===== src/rtl/sort_result_serializer_if.sv =====
// Handshake bundle for sort_result_serializer:
// a 4-element sorted group in, a serial element stream out.
interface sort_result_serializer_if #(
    parameter int DATA_W = 8
);
    logic              in_valid;
    logic              in_ready;
    logic [DATA_W-1:0] max;
    logic [DATA_W-1:0] second_max;
    logic [DATA_W-1:0] second_min;
    logic [DATA_W-1:0] min;
    logic              descending;
    logic              out_valid;
    logic              out_ready;
    logic [DATA_W-1:0] out_data;
    logic              out_last;

    modport master (
        output in_valid, max, second_max, second_min, min,
        output descending, out_ready,
        input  in_ready, out_valid, out_data, out_last
    );

    modport slave (
        input  in_valid, max, second_max, second_min, min,
        input  descending, out_ready,
        output in_ready, out_valid, out_data, out_last
    );
endinterface


===== src/rtl/sort_result_serializer.sv =====
// Buffers sorted 4-element groups and streams them one element per beat,
// checking each accepted group for correct ordering.
module sort_result_serializer #(
    parameter int DATA_W = 8,
    parameter int DEPTH  = 4
) (
    input  logic                         clk,
    input  logic                         rst,
    sort_result_serializer_if.slave      bus,
    output logic                         order_err,
    input  logic                         err_clr,
    output logic [$clog2(DEPTH+1)-1:0]   fifo_count
);
    localparam int CW = $clog2(DEPTH + 1);
    localparam int PW = $clog2(DEPTH);

    typedef struct packed {
        logic              desc;
        logic [DATA_W-1:0] mx;
        logic [DATA_W-1:0] smx;
        logic [DATA_W-1:0] smn;
        logic [DATA_W-1:0] mn;
    } entry_t;

    entry_t            mem [DEPTH];
    entry_t            head;
    logic [PW-1:0]     wr_ptr;
    logic [PW-1:0]     rd_ptr;
    logic [1:0]        idx;
    logic [1:0]        sel;
    logic              push;
    logic              beat;
    logic              pop;
    logic              sorted;
    logic [DATA_W-1:0] elem;

    assign bus.in_ready  = fifo_count < CW'(DEPTH);
    assign bus.out_valid = fifo_count != '0;
    assign push = bus.in_valid && bus.in_ready;
    assign beat = bus.out_valid && bus.out_ready;
    assign pop  = beat && (idx == 2'd3);

    assign sorted = (bus.max >= bus.second_max)
                 && (bus.second_max >= bus.second_min)
                 && (bus.second_min >= bus.min);

    assign head = mem[rd_ptr];
    // Descending order walks the same slots backwards: 3-idx == ~idx.
    assign sel  = head.desc ? ~idx : idx;

    always_comb begin
        elem = head.mn;
        unique case (sel)
            2'd0: elem = head.mn;
            2'd1: elem = head.smn;
            2'd2: elem = head.smx;
            2'd3: elem = head.mx;
        endcase
    end

    assign bus.out_data = bus.out_valid ? elem : '0;
    assign bus.out_last = bus.out_valid && (idx == 2'd3);

    always_ff @(posedge clk) begin
        if (push) begin
            mem[wr_ptr] <= {bus.descending, bus.max, bus.second_max,
                            bus.second_min, bus.min};
        end
    end

    always_ff @(posedge clk or negedge rst) begin
        if (!rst) begin
            wr_ptr     <= '0;
            rd_ptr     <= '0;
            idx        <= '0;
            fifo_count <= '0;
            order_err  <= 1'b0;
        end else begin
            if (push) wr_ptr <= wr_ptr + PW'(1);
            if (pop)  rd_ptr <= rd_ptr + PW'(1);
            // idx wraps 3 -> 0 on the last beat of a group.
            if (beat) idx <= idx + 2'd1;
            if (push && !pop) begin
                fifo_count <= fifo_count + CW'(1);
            end else if (pop && !push) begin
                fifo_count <= fifo_count - CW'(1);
            end
            if (push && !sorted) begin
                order_err <= 1'b1;
            end else if (err_clr) begin
                order_err <= 1'b0;
            end
        end
    end
endmodule


===== src/flat_wrapper.sv =====
// flat-port wrapper written by rule: the top's interface ports become plain ports
module sort_result_serializer_flat 
#(
    parameter int DATA_W = 8,
    parameter int DEPTH  = 4
)
  (clk, rst, order_err, err_clr, fifo_count, bus_in_valid, bus_max, bus_second_max, bus_second_min, bus_min, bus_descending, bus_out_ready, bus_in_ready, bus_out_valid, bus_out_data, bus_out_last);
  sort_result_serializer_if #(.DATA_W(DATA_W)) bus_i ();
  input  logic clk;
  input  logic rst;
  output logic order_err;
  input  logic err_clr;
  output logic [$clog2(DEPTH+1)-1:0] fifo_count;
  input wire logic [$bits(bus_i.in_valid)-1:0] bus_in_valid;
  input wire logic [$bits(bus_i.max)-1:0] bus_max;
  input wire logic [$bits(bus_i.second_max)-1:0] bus_second_max;
  input wire logic [$bits(bus_i.second_min)-1:0] bus_second_min;
  input wire logic [$bits(bus_i.min)-1:0] bus_min;
  input wire logic [$bits(bus_i.descending)-1:0] bus_descending;
  input wire logic [$bits(bus_i.out_ready)-1:0] bus_out_ready;
  output wire logic [$bits(bus_i.in_ready)-1:0] bus_in_ready;
  output wire logic [$bits(bus_i.out_valid)-1:0] bus_out_valid;
  output wire logic [$bits(bus_i.out_data)-1:0] bus_out_data;
  output wire logic [$bits(bus_i.out_last)-1:0] bus_out_last;
  assign bus_i.in_valid = bus_in_valid;
  assign bus_i.max = bus_max;
  assign bus_i.second_max = bus_second_max;
  assign bus_i.second_min = bus_second_min;
  assign bus_i.min = bus_min;
  assign bus_i.descending = bus_descending;
  assign bus_i.out_ready = bus_out_ready;
  assign bus_in_ready = bus_i.in_ready;
  assign bus_out_valid = bus_i.out_valid;
  assign bus_out_data = bus_i.out_data;
  assign bus_out_last = bus_i.out_last;
  sort_result_serializer #(.DATA_W(DATA_W), .DEPTH(DEPTH)) u_core (.clk(clk), .rst(rst), .bus(bus_i), .order_err(order_err), .err_clr(err_clr), .fifo_count(fifo_count));
endmodule

===== config.mk =====
export PLATFORM = sky130hd
export DESIGN_NAME = sort_result_serializer_flat
export DESIGN_NICKNAME = d
export VERILOG_FILES = /design/src/rtl/sort_result_serializer_if.sv /design/src/rtl/sort_result_serializer.sv /design/src/flat_wrapper.sv
export SDC_FILE = /design/constraint.sdc
export NUM_CORES = 1
export LEC_CHECK = 0
export ABC_CLOCK_PERIOD_IN_PS = 2400
export BUFFER_PORTS_ARGS = -buffer_cell sky130_fd_sc_hd__buf_2
export CORE_MARGIN = 8
export CORE_UTILIZATION = 50
export DETAILED_ROUTE_END_ITERATION = 12
export GPL_TIMING_DRIVEN = 0
export PLACE_DENSITY_LB_ADDON = 0.2
export SLEW_MARGIN = 10
export SYNTH_ARGS = -nofsm -noshare
export SYNTH_HDL_FRONTEND = slang
export SYNTH_SLANG_ARGS = --single-unit
export TNS_END_PERCENT = 20

===== constraint.sdc =====
create_clock -name clk -period 2.4 [get_ports clk]
set_input_delay 0.24 -clock clk [delete_from_list [all_inputs] [get_ports clk]]
set_output_delay 0.24 -clock clk [all_outputs]
set_load 0.01 [all_outputs]

# After elaboration in Yosys (flattened, before gate mapping)
# Memory sizes are Yosys's and may differ from the RTL's.
# Cells that the tools add are included.
dict set report op_classes {
  n_mux 9
  order_cmp 4
  eq_ne 4
  bitwise_logic 1
  addsub 5
  reduce_logical 16
}
# cell n
set op_table {}
lappend op_table {{$pmux W8 S4} 1}
lappend op_table {{$ge A8 B8 Y1} 3}
lappend op_table {{$logic_and A1 B1 Y1} 9}
lappend op_table {{$mux W8} 1}
lappend op_table {{$add A2 B1 Y2 const B} 3}
lappend op_table {{$eq A2 B2 Y1 const B} 3}
lappend op_table {{$mux W3} 2}
lappend op_table {{$mux W1} 4}
lappend op_table {{$reduce_bool A2 Y1} 2}
lappend op_table {{$add A3 B1 Y3 const B} 1}
lappend op_table {{$logic_not A1 Y1} 3}
lappend op_table {{$lt A3 B3 Y1 const B} 1}
lappend op_table {{$reduce_bool A3 Y1} 1}
lappend op_table {{$sub A3 B1 Y3 const B} 1}
lappend op_table {{$eq A2 B1 Y1 const B} 1}
lappend op_table {{$logic_not A2 Y1} 1}
lappend op_table {{$mux W2} 1}
lappend op_table {{$not A2 Y2} 1}
dict set report word_totals {
  regBits 10
  mem_bits_rw 132
  in_bits 38
  output_inout_bits 15
  mem_count 1
  word_cells 45
}
# name depth width read_ports rd_clocked_by_memory_dff wr line_no
set memory_table {}
lappend memory_table {u_core.mem 4 33 1 0 1 sort_result_serializer.sv:25} ;# entry_t mem [DEPTH];

# Depth between registers and ports, before layout
# Gate-level depths: netlist of run 1.
dict set report depth {
  ltp_word 6
  depth_mapped 9
  mapped_depth_nobuf 9
}

# Least setup slack after synthesis of run 1
# OpenSTA, ideal clock, no wires.
dict set report synth_timing {
  path_type {register -> register}
  start {register u_core.fifo_count[1]}
  end {register u_core.fifo_count[2]}
  path_buffers 1
  synth_period_minus_slack_ps 2151
  setup_slack_ps 249
  path_stages_with_launch 10
  required_time_ps 2320
  arrival_time_ps 2071
  setup_time_ps 80
  path_cell_list {dfrtp_1 -> or3_1 -> clkbuf_1 -> nand3_1 -> ha_1 -> inv_1 -> fa_1 -> xor2_1 -> nor2_1 -> xnor2_1}
}
dict set report synth_via {
  elab_chain_cells 6
  elab_cells_between_ends 14
  cone_classes {2 x add/sub; 1 x order compare; 2 x mux; 9 x reduce/logical}
}
# element line_no
set synth_rtl {}
lappend synth_rtl {{from (decl)} sort_result_serializer.sv:12} ;# output logic [$clog2(DEPTH+1)-1:0] fifo_count
lappend synth_rtl {{from (signal assigned)} sort_result_serializer.sv:84} ;# fifo_count <= fifo_count + CW'(1);
lappend synth_rtl {{from (signal assigned)} sort_result_serializer.sv:86} ;# fifo_count <= fifo_count - CW'(1);
lappend synth_rtl {{$reduce_bool A3 Y1 *} sort_result_serializer.sv:38} ;# assign bus.out_valid = fifo_count != '0;
lappend synth_rtl {{net bus_out_valid} flat_wrapper.sv:22} ;# output wire logic [$bits(bus_i.out_valid)-1:0] bus_out_valid;
lappend synth_rtl {{$logic_and A1 B1 Y1 *} sort_result_serializer.sv:40} ;# assign beat = bus.out_valid && bus.out_ready;
lappend synth_rtl {{$logic_and A1 B1 Y1 *} sort_result_serializer.sv:41} ;# assign pop = beat && (idx == 2'd3);
lappend synth_rtl {{$logic_not A1 Y1} sort_result_serializer.sv:83} ;# if (push && !pop) begin
lappend synth_rtl {{$logic_and A1 B1 Y1} sort_result_serializer.sv:83}
lappend synth_rtl {{$mux W3 / $reduce_bool A2 Y1 (equally long branches)} --}
# The timed path passes the listed nets; every way through them passes the cells marked *. The select of a mux whose other input is x is not followed.
# A chain may end at the register's enable or synchronous reset.

# Final worst setup path of run 1
dict set report layout_timing {
  start {register u_core.idx[1]}
  end {output bus_out_data[0]}
}
dict set report layout_via {
  elab_chain_cells 5
  elab_cells_between_ends 8
  cone_classes {3 x eq/ne; 3 x mux; 1 x bitwise; 1 x reduce/logical}
}
# element line_no
set layout_rtl {}
lappend layout_rtl {{from (decl)} sort_result_serializer.sv:29} ;# logic [1:0] idx;
lappend layout_rtl {{from (signal assigned)} sort_result_serializer.sv:82} ;# if (beat) idx <= idx + 2'd1;
lappend layout_rtl {{$not A2 Y2} sort_result_serializer.sv:49} ;# assign sel = head.desc ? ~idx : idx;
lappend layout_rtl {{$mux W2 *} sort_result_serializer.sv:49}
lappend layout_rtl {{$eq A2 B2 Y1, or another cell as far along} sort_result_serializer.sv:53} ;# unique case (sel)
lappend layout_rtl {{$pmux W8 S4 *} sort_result_serializer.sv:53}
lappend layout_rtl {{$mux W8 *} sort_result_serializer.sv:61} ;# assign bus.out_data = bus.out_valid ? elem : '0;
lappend layout_rtl {{to (decl)} flat_wrapper.sv:23} ;# output wire logic [$bits(bus_i.out_data)-1:0] bus_out_data;
# Every way passes the cells marked *; elsewhere a longest branch is shown, timed or not.

==> run_results.csv, run 1 <==
group,metric,value,unit
outcome,outcome,"finished, violations left",
outcome,violations,"negative setup slack",
worst_hold_path,hold-path-endpoint,"u_core.mem[0][3]",
global_routing,grt_pass1_wl,22.85,mm
critical_path,critPathCaptureType,"output pin",
critical_path,slowest_delay,400,ps
place,pre_cts_slack,-66.52,ps
floorplan,rows,41,
drt,vias,3867,
finish,final_nets,545,
global_routing,antenna_found_initial,0,
place,dp_hpwl,9.995,mm
yosys,syn_area_per_cell,16.82,µm²
timing,slew_violations,0,
yosys,syn-num-nets,457,
yosys,ys_seq_area_share,64.58,%
clocking,clock_sinks,142,
timing,hold_viol,0,
pwr,switching_share,33.58,%
critical_path,path_cells,"buf_2, clkbuf_2, clkbuf_2, nor3_1, o41ai_2, buf_2",
yosys,synth_xor_area_share,0.9396,%
floorplan,fp.dieH,130.2,µm
floorplan,ios,53,
pwr,p_total,10.20,mW
worst_hold_path,min-delay-start,"bus_min[3]",
place,io_buffers,52,
job,drv_cap,0,
yosys,postSynthCellCount,388,
worst_hold_path,holdCritPathClass,"input port to flip-flop",
timing,whs,50.92,ps
pwr,power_per_cell_area,1274,nW/µm²
critical_path,critical_path_class,"flip-flop to output pin",
global_routing,grt_overflow_total,0,
yosys,yosysWarnings,0,
finish,fillers,931,
pwr,switchingPower,3.424,mW
timing,fin_crit_sh,110.3,%
critical_path,crit_buf_inv,4,
timing,worst_slew_pin_slew,508.6,ps
yosys,synth-adder-area-share,6.059,%
drt,wl_per_cell,22.63,µm
critical_path,rrSetupSlack,210,ps
timing,fin_ws,-248.1,ps
clocking,htree_levels,4,
yosys,ys_ff_latch,142,
global_routing,grt_usage,18.78,%
critical_path,worstPathMaxFanout,10,
drt,vias_per_cell,5.850,
critical_path,crit_slowest_cell,"o41ai_2",
global_routing,grt_pass1_vias,4042,
timing,setup_viol,8,
yosys,ys.flop_type,"edfxtp_1",
finish,drive_above_1_share,37.01,%
global_routing,grt_start_max_net_pins,22,
yosys,synth_edf_count,132,
floorplan,die-area,16960,µm²
yosys,synth_top_family_by_area,"multiplexers",
timing,rsz0062_at_grt,"true",
pwr,peakVddDrop,0.6068,mV
floorplan,core_area,12670,µm²
critical_path,reg2regPathDepth,8,
pwr,p_comb_share,42.3,%
clocking,cts_root_buf,"clkbuf_16",
timing,fmax,0.3776,GHz
floorplan,initial_utilization,51.50,%
critical_path,r2r_end,"u_core.fifo_count[2]",
critical_path,crit_required,2160,ps
drt,drc,0,
clocking,clockBufferDepth,2,
critical_path,worstReg2RegStart,"u_core.fifo_count[1]",
pwr,power_leakage,2.961,nW
yosys,synth-compound-area-share,5.101,%
floorplan,die_w,130.2,µm
drt,routed_wl,14.96,mm
timing,finClkSkew,7.322,ps
finish,antennaDiodeCount,0,
yosys,synthSimpleGateAreaFrac,6.385,%
clocking,clock_latency,410,ps
critical_path,worstPathArrival,2410,ps
clocking,cts_tree,"yes",
place,gp_congestion,0.8963,
yosys,async_flop_share,7.042,%
drt,firstDrtPassIters,4,
pwr,p_int,6.773,mW
finish,area_growth,22.70,%
clocking,clk_transition_reported_paths,60,ps
finish,final_util,63.19,%
critical_path,crit_path_start_kind,"flip-flop",
worst_hold_path,whs_path_depth,1,
yosys,yosysUniqueCellTypes,42,
drt,ant_nets,0,
yosys,synth_mux_area_share,13.42,%
pwr,seq_power_share,32.0,%
critical_path,cp_top_family,"buffers and inverters",
yosys,syn_area,6525,µm²
clocking,numCtsBuffers,17,
timing,layout_min_cycle_time,2648,ps
drt,drtIter0Drc,351,
timing,maxSlewHeadroom,66.10,%
pwr,clkPwrFrac,25.7,%
metrics by stage:
stage / instances / setup TNS (ps) / cell area, µm²
global route: 661 / -2362 / 8006
finish: 661 / -1837 / 8006
floorplan: 388 / 0 / 6525
global placement: 612 / -42430 / 7000
CTS: 657 / -1907 / 7966
detailed placement: 616 / -132.0 / 7101
synthesized netlist by cell type (5+ instances only):
library cell	count	area [µm²]
ha_1	30	375.4
or4_1	7	52.55
o22ai_1	14	87.58
nand2_1	5	18.77
nor3_1	15	75.07
mux2i_1	5	50.05
buf_4	8	60.06
mux4_2	33	743.2
o21ai_0	5	25.02
inv_1	29	108.9
xnor2_1	6	52.55
nor2_1	5	18.77
nand2b_1	5	31.28
edfxtp_1	132	3964
a21oi_1	5	25.02
dfrtp_1	10	250.2
nor3b_1	14	105.1
o41ai_1	7	61.31
and2_1	5	31.28
layout make-up:
| cell class | instances | area, µm² | area share (%) |
|---|---|---|---|
| Buffer | 17 | 176.4 | 2.203 |
| Clock buffer | 17 | 425.4 | 5.313 |
| Clock inverter | 15 | 171.4 | 2.141 |
| Inverter | 30 | 112.6 | 1.406 |
| Multi-Input combinational cell | 198 | 2218 | 27.71 |
| Sequential cell | 142 | 4217 | 52.66 |
| Tap cell | 172 | 215.2 | 2.688 |
| Timing Repair Buffer | 70 | 470.5 | 5.876 |
sequential cells by signal (all words and copies together), names as in the netlist:
| register | count |
|---|---|
| u_core.mem | 132 |
| u_core.fifo_count | 3 |
| u_core.idx | 2 |
| u_core.rd_ptr | 2 |
| u_core.wr_ptr | 2 |
| u_core.order_err | 1 |
cell usage in the layout (no fill, tap or decap), drive strengths merged, types with 6 or more instances in the layout:
cell type / instances
mux2i: 6
buf: 83
o41ai: 7
or4: 7
inv: 31
xnor2: 6
clkbuf: 20
mux4: 33
nor3b: 14
clkinv: 9
o22ai: 14
dfrtp: 10
nor3: 15
edfxtp: 132
ha: 30
metal layers:
metal  vias to the layer above  part of all wire [%]  global-route usage, %
li1                       1740                     -                      -
met1                      1945                    42                  23.74
met2                       156                    50                  30.68
met3                        26                   5.8                  3.754
met4                         0                   2.5                  8.607
met5                         -                     0                      0
power by group through the flow:
| stage | Combinational, mW | Sequential, mW | Clock [mW] |
|---|---|---|---|
| 2_1_floorplan | 2.46 | 3.28 | 0 |
| 3_3_place_gp | 3.47 | 3.30 | 0 |
| 3_5_place_dp | 3.62 | 3.30 | 0 |
| 4_1_cts | 4.21 | 3.26 | 2.65 |
| 5_1_grt | 4.58 | 3.29 | 2.75 |
| 6_report | 4.32 | 3.26 | 2.62 |
worst max-delay path by stage:
stage / from / end / slack, ps / cells past startpoint
after CTS: u_core.rd_ptr[1] / bus_out_data[4] / -260 / 7
after detailed placement: u_core.idx[1] / bus_out_data[4] / -70 / 6
after floorplan: u_core.fifo_count[1] / u_core.fifo_count[2] / 250 / 9
after global placement: u_core.fifo_count[2] / u_core.mem[1][2] / -360 / 4
after global routing: u_core.rd_ptr[1] / bus_out_data[1] / -320 / 7
final: u_core.idx[1] / bus_out_data[0] / -250 / 6
cells by family after synthesis:
family                   Yosys count
buffers and inverters             48
flip-flops                       142
adder cells (fa/ha/maj)           31
AO/OA/AOI/OAI                     46
multiplexers                      44
AND/OR/NAND/NOR                   70
XOR/XNOR                           7
timing repair:
action / 4_1_cts / 5_1_grt
buffers inserted: 9 / 4
gates resized for setup: 42 / 4
hold buffers: 1 / 0
setup endpoints to repair: 8 / 8
pin swaps: 13 / 3
endpoints found under the hold margin: 10 / 0
(Power assumes the default switching activity.)
==> run 2, diff against run 1 <==
==> constraint.sdc (replaced) <==
create_clock -name clk -period 2.4 [get_ports clk]
set_input_delay 0 -clock clk [delete_from_list [all_inputs] [get_ports clk]]
set_output_delay 0 -clock clk [all_outputs]
set_load 0.01 [all_outputs]
==> run 2 against run 1 <==
Compared with the run above: the run still ends with negative setup slack left; core utilization up 2.8 points; cell count up 5.3%; design area rose by 4.4%; first-iteration DRC count is 10% higher; worst hold slack better by 42 ps; register-to-register slack is essentially flat; clock power barely moved; wire length grew 2.5%; sequential power about the same; non-clock buffer count is 35 higher.
==> run_results.csv, run 2 (synthesized netlist as in run 1, its figures left out) <==
group,metric,value,unit
pwr,peakVddDrop,0.6113,mV
critical_path,crit_required,2400,ps
floorplan,die-area,16960,µm²
clocking,clock_sinks,142,
finish,final_cell_mix,"edfxtp_1 (132), buf_2 (53), dlygate4sd3_1 (37), mux4_2 (33), ha_1 (30)",
finish,final_nets,580,
pwr,power_per_cell_area,1224,nW/µm²
critical_path,critPathCaptureType,"output pin",
outcome,violations,"negative setup slack",
drt,drtIter0Drc,386,
finish,reg_top3,"u_core.mem (132), u_core.fifo_count (3)",
floorplan,ios,53,
drt,routed_wl,15.33,mm
finish,regMostFlops,"u_core.mem",
pwr,p_total,10.23,mW
global_routing,grt_pass1_wl,23.58,mm
timing,rsz0062_at_grt,"true",
place,io_buffers,52,
drt,firstDrtPassIters,4,
floorplan,rows,41,
place,dp_hpwl,9.995,mm
finish,antennaDiodeCount,0,
drt,wl_per_cell,22.03,µm
floorplan,initial_utilization,51.50,%
global_routing,grt_overflow_total,0,
global_routing,grt_start_max_net_pins,22,
drt,vias,4015,
outcome,outcome,"finished, violations left",
drt,drc,0,
timing,fin_ws,-26.48,ps
critical_path,worstPathArrival,2430,ps
clocking,htree_levels,4,
timing,setup_viol,4,
timing,hold_viol,0,
global_routing,grt_pass1_vias,4216,
timing,finClkSkew,5.755,ps
finish,final_util,65.97,%
job,drv_cap,0,
timing,layout_min_cycle_time,2426,ps
critical_path,critical_path_class,"flip-flop to output pin",
worst_hold_path,holdCritPathClass,"input port to flip-flop",
floorplan,core_area,12670,µm²
timing,fmax,0.4121,GHz
timing,worst_slew_pin_slew,507.6,ps
finish,fillers,891,
clocking,cts_tree,"yes",
clocking,clockBufferDepth,2,
floorplan,fp.dieH,130.2,µm
place,gp_congestion,0.8963,
drt,ant_nets,0,
timing,fin_crit_sh,101.1,%
global_routing,grt_usage,19.32,%
finish,seqCellArea,4217,µm²
drt,vias_per_cell,5.769,
finish,drive_above_1_share,34.35,%
clocking,cts_root_buf,"clkbuf_16",
clocking,clock_latency,420,ps
finish,largest_reg_flops,132,
timing,slew_violations,0,
clocking,clk_transition_reported_paths,60,ps
timing,maxSlewHeadroom,66.16,%
finish,layout.cells.most_common,"edfxtp_1",
clocking,numCtsBuffers,17,
finish,area_growth,28.11,%
finish,multi_input_area,2218,µm²
pwr,power_leakage,3.107,nW
critical_path,worstPathMaxFanout,10,
global_routing,antenna_found_initial,0,
critical_path,crit_path_start_kind,"flip-flop",
floorplan,die_w,130.2,µm
-- run 2: cell type report --
| cell class | instances | share of cell area [%] |
|---|---|---|
| Sequential cell | 142 | 50.44 |
| Inverter | 30 | 1.347 |
| Tap cell | 172 | 2.574 |
| Multi-Input combinational cell | 198 | 26.54 |
| Buffer | 17 | 2.110 |
| Clock inverter | 15 | 2.051 |
| Clock buffer | 17 | 5.089 |
| Timing Repair Buffer | 105 | 9.849 |
-- run 2: routing by layer --
metal | routed length, µm | track usage [%] | part of all wire, %
met5 | 0 | 0 | 0
met4 | 413 | 9.016 | 2.7
met3 | 844 | 3.754 | 5.5
met2 | 7710 | 31.90 | 50
met1 | 6366 | 24.13 | 42
-- run 2: worst paths after layout --
kind | cells past startpoint | end | startpoint | slack (ps)
setup / recovery | 6 | bus_out_data[0] | u_core.idx[1] | -30
hold / removal | 4 | u_core.wr_ptr[0] | bus_in_valid | 90
setup reg to reg | 8 | u_core.fifo_count[2] | u_core.fifo_count[1] | 210
hold reg to reg | 1 | u_core.fifo_count[0] | u_core.fifo_count[0] | 550
max in group asynchronous | 3 | u_core.rd_ptr[0] | rst | 1430
min in group asynchronous | 3 | u_core.idx[1] | rst | 610
-- run 2: power breakdown --
part | internal (mW) | switching, mW
Sequential | 3.11 | 0.153
Combinational | 2.06 | 2.29
Clock | 1.63 | 0.995
Total | 6.80 | 3.44
-- run 2: timing repair --
item / CTS / global route
hold endpoints to repair: 147 / 0
hold buffers: 37 / 0
gates resized for setup: 39 / 7
pin swaps: 13 / 4
setup buffers: 9 / 3
endpoints found under the setup margin: 8 / 8
-- run 2: through the flow --
step | setup WS, ps | setup TNS, ps | std cells | hold slack [ps] | cell area (µm²)
4_1_cts | -19.35 | -59.68 | 693 | 95.60 | 8313
6_report | -26.48 | -50.77 | 696 | 93.00 | 8359
5_1_grt | -79.03 | -454.8 | 696 | 121.0 | 8359
3_3_place_gp | -363.2 | -42430 | 612 | -126.7 | 7000
3_5_place_dp | 171.4 | 0 | 616 | -121.1 | 7101
2_1_floorplan | 249.2 | 0 | 388 | -295.6 | 6525
-- run 2: critical path, cell delays in order, from the launching register on --
cell	delay [ps]
dfrtp_1	400
buf_2	280
clkbuf_2	280
clkbuf_2	320
nor3_1	120
o41ai_2	400
buf_2	200
